**src/rtl/qspis_pkg.sv**
```systemverilog
// Shared definitions for the quad-SPI slave to Wishbone bridge:
// state encodings, opcodes, phase lengths and the bus request payload.
package qspis_pkg;

  localparam int unsigned NIB_W    = 4;
  localparam int unsigned WORD_W   = 32;
  localparam int unsigned BITCNT_W = 6;
  localparam int unsigned SEL_W    = 4;

  localparam int unsigned CMD_BITS   = 8;
  localparam int unsigned ADDR_BITS  = 32;
  localparam int unsigned WDATA_BITS = 32;
  localparam int unsigned DUMMY_BITS = 16;
  localparam int unsigned RDATA_BITS = 32;

  localparam logic [7:0] OP_WR = 8'h02;
  localparam logic [7:0] OP_RD = 8'h0B;

  typedef enum logic [2:0] {
    ST_IDLE   = 3'd0,
    ST_CMD    = 3'd1,
    ST_ADDR   = 3'd2,
    ST_WDATA  = 3'd3,
    ST_DUMMY  = 3'd4,
    ST_RDATA  = 3'd5,
    ST_IGNORE = 3'd6
  } spi_state_e;

  typedef struct packed {
    logic              we;
    logic [WORD_W-1:0] adr;
    logic [WORD_W-1:0] dat;
  } wb_req_t;

  // True when the nibble arriving now is the last one of a phase of len bits.
  function automatic logic last_nibble(input logic [BITCNT_W-1:0] cnt,
                                       input int unsigned len);
    return cnt == BITCNT_W'(len - NIB_W);
  endfunction

endpackage

```
**src/rtl/qspis_sync.sv**
```systemverilog
// Brings sclk/ssn/sdin into the sys_clk domain and flags sclk edges and ssn fall.
// Flops preset to bus idle levels so leaving reset never fakes an edge.
module qspis_sync
  import qspis_pkg::*;
#(
  parameter int unsigned SYNC_STAGES = 2
) (
  input  logic             sys_clk,
  input  logic             rst_n,
  input  logic             sclk,
  input  logic             ssn,
  input  logic [NIB_W-1:0] sdin,
  output logic             sclk_rise_c,
  output logic             sclk_fall_c,
  output logic             ssn_fall_c,
  output logic             ssn_level,
  output logic [NIB_W-1:0] sdin_level
);

  logic [SYNC_STAGES-1:0]            sclk_q;
  logic [SYNC_STAGES-1:0]            ssn_q;
  logic [SYNC_STAGES-1:0][NIB_W-1:0] sdin_q;
  logic                              sclk_d;
  logic                              ssn_d;

  always_ff @(posedge sys_clk or negedge rst_n) begin
    if (!rst_n) begin
      sclk_q <= '0;
      ssn_q  <= '1;
      sdin_q <= '0;
      sclk_d <= 1'b0;
      ssn_d  <= 1'b1;
    end else begin
      sclk_q[0] <= sclk;
      ssn_q[0]  <= ssn;
      sdin_q[0] <= sdin;
      for (int unsigned i = 1; i < SYNC_STAGES; i++) begin
        sclk_q[i] <= sclk_q[i-1];
        ssn_q[i]  <= ssn_q[i-1];
        sdin_q[i] <= sdin_q[i-1];
      end
      sclk_d <= sclk_q[SYNC_STAGES-1];
      ssn_d  <= ssn_q[SYNC_STAGES-1];
    end
  end

  assign sclk_rise_c = sclk_q[SYNC_STAGES-1] & ~sclk_d;
  assign sclk_fall_c = ~sclk_q[SYNC_STAGES-1] & sclk_d;
  assign ssn_fall_c  = ~ssn_q[SYNC_STAGES-1] & ssn_d;
  assign ssn_level   = ssn_q[SYNC_STAGES-1];
  assign sdin_level  = sdin_q[SYNC_STAGES-1];

endmodule

```
**src/rtl/qspis_top.sv**
```systemverilog
// Quad-SPI (mode 0) slave that turns write/read frames into single
// Wishbone word transfers; all logic runs on sys_clk.
module qspis_top
  import qspis_pkg::*;
#(
  parameter int unsigned SYNC_STAGES = 2
) (
  input  logic                sys_clk,
  input  logic                rst_n,
  input  logic                sclk,
  input  logic                ssn,
  input  logic [NIB_W-1:0]    sdin,
  output logic [NIB_W-1:0]    sdout,
  output logic                sdout_oen,
  output logic                wbm_cyc_o,
  output logic                wbm_stb_o,
  output logic [WORD_W-1:0]   wbm_adr_o,
  output logic                wbm_we_o,
  output logic [WORD_W-1:0]   wbm_dat_o,
  output logic [SEL_W-1:0]    wbm_sel_o,
  input  logic [WORD_W-1:0]   wbm_dat_i,
  input  logic                wbm_ack_i,
  input  logic                wbm_err_i,
  output logic [2:0]          spi_if_st,
  output logic                sck_toggle,
  output logic [BITCNT_W-1:0] bitcnt,
  output logic                inst_trg,
  output logic                addr_trg,
  output logic                spi_st_trans,
  output logic                spi_trig
);

  logic             sclk_rise_c;
  logic             sclk_fall_c;
  logic             ssn_fall_c;
  logic             ssn_s;
  logic [NIB_W-1:0] sdin_s;

  spi_state_e              state;
  spi_state_e              state_next;
  logic [WORD_W-NIB_W-1:0] shift_reg;
  logic [WORD_W-1:0]       rx_word_c;
  logic [7:0]              opcode_c;
  logic [WORD_W-1:0]       addr_q;
  logic [WORD_W-1:0]       tx_word;
  logic [WORD_W-1:0]       rd_data;
  logic                    rd_valid;
  logic                    is_read;
  logic                    cmd_done_c;
  logic                    addr_done_c;
  logic                    wdata_done_c;
  logic                    launch_c;
  wb_req_t                 req_c;

  qspis_sync #(
    .SYNC_STAGES (SYNC_STAGES)
  ) u_sync (
    .sys_clk     (sys_clk),
    .rst_n       (rst_n),
    .sclk        (sclk),
    .ssn         (ssn),
    .sdin        (sdin),
    .sclk_rise_c (sclk_rise_c),
    .sclk_fall_c (sclk_fall_c),
    .ssn_fall_c  (ssn_fall_c),
    .ssn_level   (ssn_s),
    .sdin_level  (sdin_s)
  );

  // Word including the nibble being sampled right now.
  assign rx_word_c = {shift_reg, sdin_s};
  assign opcode_c  = rx_word_c[7:0];
  assign spi_if_st = state;

  always_ff @(posedge sys_clk or negedge rst_n) begin
    if (!rst_n) state <= ST_IDLE;
    else        state <= state_next;
  end

  always_comb begin
    state_next   = state;
    cmd_done_c   = 1'b0;
    addr_done_c  = 1'b0;
    wdata_done_c = 1'b0;
    if (state != ST_IDLE && ssn_s) begin
      state_next = ST_IDLE;
    end else if (state == ST_IDLE) begin
      if (ssn_fall_c) state_next = ST_CMD;
    end else if (sclk_rise_c) begin
      case (state)
        ST_CMD: if (last_nibble(bitcnt, CMD_BITS)) begin
          cmd_done_c = 1'b1;
          state_next = (opcode_c == OP_WR || opcode_c == OP_RD) ? ST_ADDR : ST_IGNORE;
        end
        ST_ADDR: if (last_nibble(bitcnt, ADDR_BITS)) begin
          addr_done_c = 1'b1;
          state_next  = is_read ? ST_DUMMY : ST_WDATA;
        end
        ST_WDATA: if (last_nibble(bitcnt, WDATA_BITS)) begin
          wdata_done_c = 1'b1;
          state_next   = ST_IGNORE;
        end
        ST_DUMMY: if (last_nibble(bitcnt, DUMMY_BITS)) state_next = ST_RDATA;
        ST_RDATA: if (last_nibble(bitcnt, RDATA_BITS)) state_next = ST_IGNORE;
        default: ;
      endcase
    end
  end

  // Bus request launched at the end of the address (read) or data (write) phase.
  always_comb begin
    launch_c = (addr_done_c && is_read) || wdata_done_c;
    req_c.we  = wdata_done_c;
    req_c.adr = wdata_done_c ? addr_q : rx_word_c;
    req_c.dat = wdata_done_c ? rx_word_c : '0;
  end

  always_ff @(posedge sys_clk or negedge rst_n) begin
    if (!rst_n) begin
      shift_reg    <= '0;
      addr_q       <= '0;
      is_read      <= 1'b0;
      tx_word      <= '0;
      sdout        <= '0;
      sdout_oen    <= 1'b1;
      bitcnt       <= '0;
      sck_toggle   <= 1'b0;
      inst_trg     <= 1'b0;
      addr_trg     <= 1'b0;
      spi_st_trans <= 1'b0;
      spi_trig     <= 1'b0;
    end else begin
      if (state_next != state || state == ST_IDLE) bitcnt <= '0;
      else if (sclk_rise_c)                        bitcnt <= bitcnt + BITCNT_W'(NIB_W);

      if (sclk_rise_c) sck_toggle <= ~sck_toggle;
      inst_trg     <= cmd_done_c;
      addr_trg     <= addr_done_c;
      spi_st_trans <= (state_next != state);
      if (ssn_fall_c) spi_trig <= 1'b1;
      else if (ssn_s) spi_trig <= 1'b0;

      if (sclk_rise_c && state inside {ST_CMD, ST_ADDR, ST_WDATA, ST_DUMMY})
        shift_reg <= rx_word_c[WORD_W-NIB_W-1:0];
      if (cmd_done_c)  is_read <= (opcode_c == OP_RD);
      if (addr_done_c) addr_q  <= rx_word_c;

      // First nibble is presented on RDATA entry; the fall that follows the
      // last dummy rise is skipped via bitcnt so nibbles line up with rises.
      if (state == ST_DUMMY && state_next == ST_RDATA) begin
        tx_word <= rd_valid ? {rd_data[WORD_W-NIB_W-1:0], NIB_W'(0)} : '0;
        sdout   <= rd_valid ? rd_data[WORD_W-1 -: NIB_W] : '0;
      end else if (state_next != ST_RDATA) begin
        tx_word <= '0;
        sdout   <= '0;
      end else if (sclk_fall_c && bitcnt != '0) begin
        sdout   <= tx_word[WORD_W-1 -: NIB_W];
        tx_word <= tx_word << NIB_W;
      end
      sdout_oen <= (state_next != ST_RDATA);
    end
  end

  // Wishbone master: a launched cycle runs to ack/err regardless of ssn.
  always_ff @(posedge sys_clk or negedge rst_n) begin
    if (!rst_n) begin
      wbm_cyc_o <= 1'b0;
      wbm_stb_o <= 1'b0;
      wbm_we_o  <= 1'b0;
      wbm_adr_o <= '0;
      wbm_dat_o <= '0;
      wbm_sel_o <= '0;
      rd_data   <= '0;
      rd_valid  <= 1'b0;
    end else if (wbm_cyc_o) begin
      if (wbm_ack_i || wbm_err_i) begin
        wbm_cyc_o <= 1'b0;
        wbm_stb_o <= 1'b0;
        wbm_we_o  <= 1'b0;
        wbm_adr_o <= '0;
        wbm_dat_o <= '0;
        wbm_sel_o <= '0;
        if (!wbm_we_o) begin
          rd_data  <= wbm_ack_i ? wbm_dat_i : '0;
          rd_valid <= 1'b1;
        end
      end
    end else if (launch_c) begin
      wbm_cyc_o <= 1'b1;
      wbm_stb_o <= 1'b1;
      wbm_we_o  <= req_c.we;
      wbm_adr_o <= req_c.adr;
      wbm_dat_o <= req_c.dat;
      wbm_sel_o <= '1;
      if (!req_c.we) rd_valid <= 1'b0;
    end
  end

endmodule

```
**config.mk**
```make
export PLATFORM = sky130hd
export DESIGN_NAME = qspis_top
export DESIGN_NICKNAME = d
export VERILOG_FILES = /design/src/rtl/qspis_pkg.sv /design/src/rtl/qspis_sync.sv /design/src/rtl/qspis_top.sv
export SDC_FILE = /design/constraint.sdc
export NUM_CORES = 1
export LEC_CHECK = 0
export BUFFER_PORTS_ARGS = -buffer_cell sky130_fd_sc_hd__buf_2
export CORE_MARGIN = 8
export CORE_UTILIZATION = 25
export CTS_CLUSTER_SIZE = 28
export DETAILED_ROUTE_END_ITERATION = 10
export SLEW_MARGIN = 20
export SYNTH_ARGS = -nofsm -noshare
export SYNTH_HDL_FRONTEND = slang
export SYNTH_SLANG_ARGS = --single-unit
```
**constraint.sdc**
```tcl
create_clock -name sys_clk -period 2.5 [get_ports sys_clk]
set_input_delay 0.5 -clock sys_clk [delete_from_list [all_inputs] [get_ports sys_clk]]
set_output_delay 0.5 -clock sys_clk [all_outputs]
set_load 0.01 [all_outputs]
```
==> impl_metrics.ini <==
[timing]
worst_slew_pin_slew_ns = 0.647
report.final.slew_viol_count = 0
finalHoldViolCount = 0
fin_crit_sh_pct = 108
rsz0062_at_grt = true
max-slew-margin-rel_pct = 56.9
max_freq_mhz = 370
finalClockSkew_ns = 0.0149
fin_crit_ns = 2.70
worst_hold_slack_ns = 0.0736
worst_slack_ns = -0.199
setup_viol = 32

[grt]
overflow = 0
grt.total_usage_pct = 11.1
grt_pass1_wl_um = 40100
antenna_found_initial = 1
grt_pass1_vias = 7077
grt_max_degree = 80

[place]
dpl.hpwl_um = 17000
portBuffers = 129
routabilityCongestion = 0.783
placed_cells = 1503
placed_area_um2 = 11100

[run]
drv_cap = 0

[clock_network]
htreeDepth = 1
clock_latency_ns = 0.53
numCtsBuffers = 25
cts.clk_slew.worst_paths_ns = 0.06
cts_tree = done
cts_sinks = 220
cts-root-buf = clkbuf_16
cts_max_path_buffers = 3

[critical_path]
critPathMaxStageDelay_ns = 0.51
critPathMostFrequentCell = or3b_4
crit_arrival_ns = 3.13
cp-start-kind = register
worstSetupEndpointType = register
slowest_stage = or3_4
cp_max_fo = 6
crit_chain = inv_2, ha_4, or3b_4, or3b_4, o2111ai_4, nand3_4, or3_4, clkbuf_16, nor4_4
cp.required_ns = 2.93
path_class = register to register
r2r_cells = 9

[run_status]
status = complete, but fails checks
violations = negative setup slack

[yosys]
synth_most_common_cell = dfrtp_1
syn_avg_cell_area_um2 = 11.0
seq_area_frac_synth_pct = 57.4
synth_top_area_cell = dfrtp_1
synth_area_um2 = 9610
synth_top_area_share_pct = 56.3
async_reset_ff_share_pct = 100
synth-main-ff-cell = dfrtp_1
synth_area_leaders = dfrtp_1, nand2_1, nor4_4, mux2i_1, a22o_1
ys_ff_latch = 220
syn-instance-count = 870
synth_cell_types = 52
synth_edf_count = 0
synthTopCellsByCount = dfrtp_1, nand2_1, clkbuf_1
ys_warn_count = 0

[pwr]
peakVddDrop_mv = 0.527
pwr_density_cell_nw_per_um2 = 711
leakage_nw = 6.06
power.total_mw = 8.70

[floorplan]
die_x_um = 212
core_area_um2 = 38300
ios = 132
dieArea_um2 = 45000
rows = 72
initial_utilization_pct = 25.1
die_h_um = 212

[min_path]
min_path_cells = 1
hold_path.class = input port to register

[layout]
fillers = 3896
fin_cells = 1554
multi_input_area_um2 = 3870
fin_area_um2 = 12200
num-nets-final = 1068
areaGrowthSynthToFinish_pct = 27.3
seqCellArea_um2 = 5510
final_layout_size_suffix_gt1_share_pct = 29.8
antennaDiodeCount = 0

[route]
wirelength_um = 25200
antenna_left = 0
drt_iter0_drc = 398
via_count = 6808
vias_per_cell = 4.38
wire_per_inst_um = 16.2
drcViolationCount = 0
first_pass_iters = 4
-- final timing paths --
| path | to | slack [ns] | startpoint |
|---|---|---|---|
| setup reg to reg | tx_word[25] | -0.20 | bitcnt[3] |
| max in group asynchronous | rd_data[1] | 1.20 | rst_n |
| hold / removal | u_sync.ssn_q[0] | 0.07 | ssn |
| setup / recovery | tx_word[25] | -0.20 | bitcnt[3] |
| hold reg to reg | u_sync.sclk_q[1] | 0.35 | u_sync.sclk_q[0] |
| min in group asynchronous | wbm_adr_o[28] | 0.56 | rst_n |
-- final cells by class --
| type | count | area share (%) |
|---|---|---|
| clock buffers | 33 | 5.77 |
| clock inverters | 8 | 1.02 |
| inverters | 7 | 0.215 |
| multi-input cells | 574 | 31.6 |
| flip-flops and latches | 220 | 45.1 |
| well taps | 518 | 5.30 |
| repair buffers | 194 | 11.0 |
-- per-layer routing --
metal / wire [um] / GRT usage (%) / vias up
met1: 11300 / 14.6 / 3295
li1: - / - / 3323
met4: 449 / 2.97 / 2
met3: 1440 / 2.42 / 39
met5: 13 / 0 / -
met2: 12000 / 18.2 / 149
-- report_power, final --
part	internal, mW	leakage, nW	switching, mW
Clock	2.28	0.407	1.44
Sequential	3.78	2.99	0.277
Combinational	0.427	2.67	0.491
Total	6.49	6.06	2.21
-- timing repair --
item / 4_1_cts / 5_1_grt
resized for setup: 9 / 14
pin swaps: 1 / 37
endpoints found under the setup margin: 33 / 37
gates cloned: 0 / 5
hold endpoints to repair: 64 / 0
buffers inserted: 3 / 1
hold buffers: 1 / 0
-- cell families after synthesis --
family                   after synthesis  synth area share (%)
AND/OR/NAND/NOR                      349                  20.4
flip-flops                           220                  57.4
AO/OA/AOI/OAI                        153                  10.8
buffers and inverters                 78                  3.84
multiplexers                          60                  6.62
XOR/XNOR                               5                 0.456
adder cells (fa/ha/maj)                4                 0.521
other                                  1                0.0390
-- worst max-delay path, delay by kind of cell (launching register included) --
family | cells | cell delay (ns)
simple gates | 5 | 1.54
flops | 1 | 0.40
buf+inv | 2 | 0.30
compound gates | 1 | 0.24
fa+ha+maj | 1 | 0.12
-- layout by cell type (no fill, tap or decap), types with 30 or more instances in the layout --
cell type / n
buf_2: 128
dfrtp_1: 214
nor2_1: 41
o31ai_1: 33
o21ai_0: 41
mux2i_1: 32
nand2_1: 205
a22o_1: 32
buf_4: 49
a21oi_1: 30
-- through the flow --
step | setup WS [ns] | setup TNS, ns | utilization [%]
6_report | -0.199 | -5.16 | 32.0
5_1_grt | -0.259 | -7.23 | 32.0
4_1_cts | -0.187 | -4.13 | 31.5
3_5_place_dp | -0.355 | -9.78 | 29.1
3_3_place_gp | -0.320 | -8.80 | 29.1
2_1_floorplan | -0.162 | -4.40 | -
No activity file was read; power rests on OpenSTA's default activity.
